## config.mk

```make
export PLATFORM = sky130hd
export DESIGN_NAME = fft_frame_sequencer
export DESIGN_NICKNAME = d
export VERILOG_FILES = /design/src/rtl/fft_seq_pkg.sv /design/src/rtl/fft_seq_decimator.sv /design/src/rtl/fft_frame_sequencer.sv
export SDC_FILE = /design/constraint.sdc
export NUM_CORES = 1
export LEC_CHECK = 0
export BUFFER_PORTS_ARGS = -buffer_cell sky130_fd_sc_hd__buf_4
export CAP_MARGIN = 0
export CORE_MARGIN = 5
export CORE_UTILIZATION = 30
export DETAILED_ROUTE_END_ITERATION = 8
export GPL_ROUTABILITY_DRIVEN = 0
export PLACE_DENSITY = 0.55
export SLEW_MARGIN = 20
export SYNTH_ARGS = -nofsm -noshare
export SYNTH_HDL_FRONTEND = slang
export SYNTH_SLANG_ARGS = --single-unit
```

## constraint.sdc

```tcl
create_clock -name CLK -period 3.5 [get_ports CLK]
set_input_delay 0.7 -clock CLK [delete_from_list [all_inputs] [get_ports CLK]]
set_output_delay 0.7 -clock CLK [all_outputs]
set_load 0.05 [all_outputs]
```

## src/rtl/fft_seq_pkg.sv

```systemverilog
// Shared constants and the sample-format helper for the FFT frame sequencer.
// FFT_SEQ_DC_REMOVE_EN selects offset-binary to two's-complement conversion of ADC codes.
package fft_seq_pkg;

   localparam int unsigned ADC_W = 12;
   localparam int unsigned FFT_W = 16;
   localparam logic [ADC_W-1:0] DC_OFFSET = 12'd2048;

   localparam logic [1:0] IDLE   = 2'd0;
   localparam logic [1:0] PRIME  = 2'd1;
   localparam logic [1:0] STREAM = 2'd2;
   localparam logic [1:0] FLUSH  = 2'd3;

   function automatic logic [FFT_W-1:0] adc_to_fft(input logic [ADC_W-1:0] code);
`ifdef FFT_SEQ_DC_REMOVE_EN
      logic [ADC_W-1:0] centred;
      centred = code - DC_OFFSET;
      return {{(FFT_W-ADC_W){centred[ADC_W-1]}}, centred};
`else
      return {{(FFT_W-ADC_W){1'b0}}, code};
`endif
   endfunction

endpackage

```

## src/rtl/fft_seq_decimator.sv

```systemverilog
// Keeps 1 of every ratio+1 valid ADC samples; the ratio is frozen for the length of a frame.
module fft_seq_decimator
   import fft_seq_pkg::*;
#(
   parameter int unsigned DECIM_W = 8
) (
   input  logic               clk_i,
   input  logic               rst_i,
   input  logic               start_i,
   input  logic               reload_i,
   input  logic               active_i,
   input  logic               adc_valid_i,
   input  logic [DECIM_W-1:0] decim_i,
   output logic               accept_o
);

   logic [DECIM_W-1:0] dcnt_q;
   logic [DECIM_W-1:0] ratio_q;

   assign accept_o = active_i && adc_valid_i && (dcnt_q == '0);

   always_ff @(posedge clk_i) begin
      if (rst_i) begin
         dcnt_q  <= '0;
         ratio_q <= '0;
      end else if (start_i) begin
         dcnt_q  <= '0;
         ratio_q <= decim_i;
      end else begin
         if (reload_i) begin
            ratio_q <= decim_i;
         end
         // >= rather than == so a ratio lowered at a frame boundary cannot strand the counter
         if (active_i && adc_valid_i) begin
            dcnt_q <= (dcnt_q >= ratio_q) ? '0 : dcnt_q + 1'b1;
         end
      end
   end

endmodule

```

## src/rtl/fft_frame_sequencer.sv

```systemverilog
// Frames decimated ADC samples into a streaming FFT: primes, streams with capture windows, and
// drains the last frame with zero-fill. FFT_SEQ_DC_REMOVE_EN selects DC-removed sample format.
module fft_frame_sequencer
   import fft_seq_pkg::*;
#(
   parameter int unsigned N_POINTS = 1024,
   parameter int unsigned LOG2N    = 10,
   parameter int unsigned DECIM_W  = 8
) (
   input  logic               CLK,
   input  logic               rst,
   input  logic               run,
   input  logic               single_shot,
   input  logic [DECIM_W-1:0] decim,
   input  logic               adc_valid,
   input  logic [ADC_W-1:0]   adc_data,
   input  logic               buf_ready,
   output logic               fft_enable,
   output logic [FFT_W-1:0]   fft_din_re,
   output logic               capture_en,
   output logic               capture_sof,
   output logic               capture_eof,
   output logic               busy,
   output logic [15:0]        frame_cnt,
   output logic               overrun
);

   localparam logic [LOG2N-1:0] LAST_IDX = LOG2N'(N_POINTS - 1);

   logic [1:0]       state_q, state_d;
   logic [LOG2N-1:0] in_idx_q;
   logic [LOG2N-1:0] out_idx_q;
   logic             single_q;
   logic             cap_ok_q;
   logic             en_q;
   logic             cap_q;
   logic [FFT_W-1:0] din_q;
   logic [15:0]      frame_cnt_q;
   logic             overrun_q;

   logic start_req, loading, cap_phase, accept, push, last_push, frame_first, cap_now;

   // The FSM tracks the push side; the registered outputs trail it by one cycle.
   assign start_req   = (state_q == IDLE) && (run || single_shot);
   assign loading     = (state_q == PRIME) || (state_q == STREAM);
   assign cap_phase   = (state_q == STREAM) || (state_q == FLUSH);
   assign push        = (state_q == FLUSH) || accept;
   assign last_push   = push && (in_idx_q == LAST_IDX);
   assign frame_first = push && cap_phase && (in_idx_q == '0);
   assign cap_now     = frame_first ? buf_ready : cap_ok_q;

   fft_seq_decimator #(
      .DECIM_W (DECIM_W)
   ) u_decimator (
      .clk_i       (CLK),
      .rst_i       (rst),
      .start_i     (start_req),
      .reload_i    (loading && last_push),
      .active_i    (loading),
      .adc_valid_i (adc_valid),
      .decim_i     (decim),
      .accept_o    (accept)
   );

   always_comb begin
      state_d = state_q;
      case (state_q)
         IDLE:    if (run || single_shot) state_d = PRIME;
         PRIME:   if (last_push) state_d = (run && !single_q) ? STREAM : FLUSH;
         STREAM:  if (last_push && !run) state_d = FLUSH;
         FLUSH:   if (last_push) state_d = IDLE;
         default: state_d = IDLE;
      endcase
   end

   always_ff @(posedge CLK) begin
      if (rst) begin
         state_q     <= IDLE;
         in_idx_q    <= '0;
         out_idx_q   <= '0;
         single_q    <= 1'b0;
         cap_ok_q    <= 1'b0;
         en_q        <= 1'b0;
         cap_q       <= 1'b0;
         din_q       <= '0;
         frame_cnt_q <= '0;
         overrun_q   <= 1'b0;
      end else begin
         state_q <= state_d;
         if (start_req) begin
            in_idx_q <= '0;
            single_q <= !run;
         end else if (push) begin
            in_idx_q <= in_idx_q + 1'b1;
         end
         if (frame_first) begin
            cap_ok_q <= buf_ready;
            if (!buf_ready) begin
               overrun_q <= 1'b1;
            end
         end
         en_q      <= push;
         cap_q     <= push && cap_phase && cap_now;
         out_idx_q <= in_idx_q;
         din_q     <= (push && (state_q != FLUSH)) ? adc_to_fft(adc_data) : '0;
         if (capture_eof) begin
            frame_cnt_q <= frame_cnt_q + 16'd1;
         end
      end
   end

   assign fft_enable  = en_q;
   assign fft_din_re  = din_q;
   assign capture_en  = en_q && cap_q;
   assign capture_sof = capture_en && (out_idx_q == '0);
   assign capture_eof = capture_en && (out_idx_q == LAST_IDX);
   assign busy        = (state_q != IDLE) || en_q;
   assign frame_cnt   = frame_cnt_q;
   assign overrun     = overrun_q;

endmodule

```

==> metrics.md <==
| Metric | Value |
|---|---|
| Outcome | completed |
| Die Y | 113 um |
| Unique masters post-synth | between 40 and 50 |
| Final period utilization | between 60% and 70% |
| Antenna cells | 0 |
| Synth Register Bits | 71 |
| Critical path class | reg -> reg |
| Final Max Tran Viols | 0 |
| Placed Cells incl. Taps | 515 |
| Grt ovf | 0 |
| Clock buffer depth | 2 |
| Syn Std Cell Area | ~3200 sq um |
| Achievable frequency | around 420 MHz |
| Setup bufs post-CTS | 0 |
| Pwr dens | ~530 nW/um^2 |
| CP max FO | 14 |
| Reg2Reg Depth | 7 |
| CP Launch Type | flop |
| Hold Crit Class | reg -> reg |
| Most frequent cells in the layout | dfxtp_1, buf_4, nor2_1, xor2_1, ha_1 |
| Vias in the first global route | approximately 2.3k |
| Routed wire length | roughly 6600 um |
| Share of the synthesized area in the top cell type | between 40% and 50% |
| Max cap viols | 0 |
| Worst-margin pin slew | ~0.75 ns |
| Vias | 2430 |
| Max VDD drop | 0.000269 V |
| CTS tree | done |
| Ys flop type | dfxtp_1 |
| Setup WS pre-CTS | roughly 1.0 ns |
| Insertion delay to the later sink of the worst-skew pair | ~0.36 ns |
| Root cell of the clock tree | clkbuf_8 |
| Die X-Extent | 113 um |
| CTS resizes | 0 |
| Mapped Avg Cell Area | about 9.5 sq um |
| Finished Layout Cells | 531 |
| Slew Limit Headroom | about half |
| CP Capture Type | flop |
| Min cycle time layout | between 2 and 2.5 ns |
| Layout cells sized above 1 | 22.5% |
| Fin Setup TNS | 0 ns |
| Synth async-reset ratio | 0% |
| Area Growth Syn to Fin | 23.2% |
| Hold buffer count at CTS | 0 |
| Cells after synthesis | 333 |
| # DRC | 0 |
| Hold EP | out_idx_q[9] |
| Worst Hold Launch | in_idx_q[9] |
| Depth of the CTS H-tree | 3 |
| Data arrival time of the critical path | about 2.6 ns |
| Register clock-pin slew on the reported worst setup and hold paths | ~0.090 ns |
| Largest net degree at the start of global routing | 45 |
| FF-to-FF setup slack | 1.15 ns |
| GRT Util Overall | a little over a tenth |
| Final hold violation count | 0 |
| Core Footprint | around 10000 sq um |
| Synth area leader | dfxtp_1 |
| Clock Skew | between 0.015 and 0.02 ns |
| PortBufs | a little under 60 |
| R2r startpoint | state_q[0] |
| WP data required | 3.77 ns |
| Largest cells by area after synthesis | dfxtp_1, xor2_1, ha_1, nor2_1, mux2i_1 |
| Iteration-0 DRC Markers | 153 |
| Leading cell type in the layout, fill and taps excluded | dfxtp_1 |
| Total CTS buffers | 9 |
| Sequential share of the synthesized area | between 40 and 50% |
| Post-synth EDFFs | 0 |
| Initial antenna violation count | 0 |
| Final setup fails | 0 |
| Full die area | approximately 13000 sq um |
| First-pass GRT wire length | approximately 11000 um |
| DR pass1 iterations | 4 |
| Reg2Reg Capture Point | state_q[0] |
| Clock sinks | 71 |
| Post-route ant nets | 0 |
| DP Wirelength | 4870 um |
| WL/cell | 12.4 um |
| Nets | 433 |
| Final worst slack | roughly 1.1 ns |
| Hold Crit Depth | 1 |
| Starting Density | a little over 30% |
| Core Rows | 37 |
| Pleak | between 1.5 and 2 nW |
| I/O pins | 64 |
| Synthesis Warnings | 0 |
| RSZ-0062 raised after global routing | false |
| Via/cell ratio | ~4.6 |
-- worst max-delay path by stage --
stage,startpoint,endpoint,slack [ns],depth (start not counted)
2_1_floorplan,fft_enable,capture_eof,0.75,2
3_3_place_gp,state_q[1],fft_din_re[11],1.14,6
3_5_place_dp,state_q[0],fft_din_re[3],1.0,6
4_1_cts,state_q[0],fft_din_re[3],0.97,6
5_1_grt,state_q[1],state_q[0],0.98,7
6_report,state_q[0],state_q[0],1.15,7
-- through the flow --
stage          hold slack (ns)  cell area (sq um)  utilization (%)  power [mW]
2_1_floorplan            0.455               3180                -        1.34
3_3_place_gp             0.460               3720             36.0        1.46
3_5_place_dp             0.479               3720             36.0        1.47
4_1_cts                  0.494               3900             37.8        2.11
5_1_grt                  0.510               3910             37.9        2.20
6_report                 0.497               3910             37.9        2.08
-- synth_stat cells (all sizes together) (5+ instances only) --
cell type	instances
a21oi	5
clkbuf	9
nor2	53
nor3	10
mux2i	11
nand2	10
and2	16
and3	8
dfxtp	71
xor2	27
ha	17
buf	7
nand3	10
inv	14
nor2b	9
nand4	17
-- flip-flops by register name, summed over array words and instances (netlist names), 2 cells and up --
register	flops
fft_din_re	12
frame_cnt	16
in_idx_q	10
out_idx_q	10
state_q	2
u_decimator.dcnt_q	8
u_decimator.ratio_q	8
-- power by group --
part           leakage [nW]  switching [mW]  internal [mW]
registers             0.575          0.0392          0.871
clock network        0.0892           0.349          0.272
logic                  1.03           0.345          0.202
total                  1.69           0.733           1.34
-- layer usage --
metal / GRT usage, % / vias to the layer above / share of wire [%]
li1: - / 1235 / -
met4: 4.09 / 0 / 1.3
met5: 0 / - / 0
met3: 4.44 / 9 / 8.4
met2: 15.5 / 68 / 42
met1: 13.8 / 1118 / 48
-- final cells by class --
| cell class | count | area, sq um |
|---|---|---|
| well taps | 136 | 170 |
| clock buffers | 9 | 124 |
| flip-flops and latches | 71 | 1420 |
| fillers | 1052 | 6420 |
| inverters | 14 | 52.6 |
| repair buffers | 59 | 443 |
| clock inverters | 7 | 61.3 |
| multi-input cells | 235 | 1640 |
-- logic make-up (layout without fill, tap and decap cells) --
logic type / count (synthesis) / in the layout / share of synthesized area, %
compound gates: 22 / 22 / 5.60
xor+xnor: 30 / 30 / 8.28
fa+ha+maj: 17 / 17 / 6.71
buf+inv: 30 / 89 / 4.14
flops: 71 / 71 / 44.8
mux: 11 / 11 / 3.47
other cells: 1 / 4 / 0.118
simple gates: 151 / 151 / 26.9
-- critical path, cell delays in order, from the launching register on --
cell and delay [ns]:
dfxtp_1 0.37, inv_1 0.10, ha_1 0.36, and2_1 0.42
a31o_4 0.34, a21oi_2 0.10, or3_1 0.35, a211oi_1 0.22
Power figures use the tool's default switching activity.
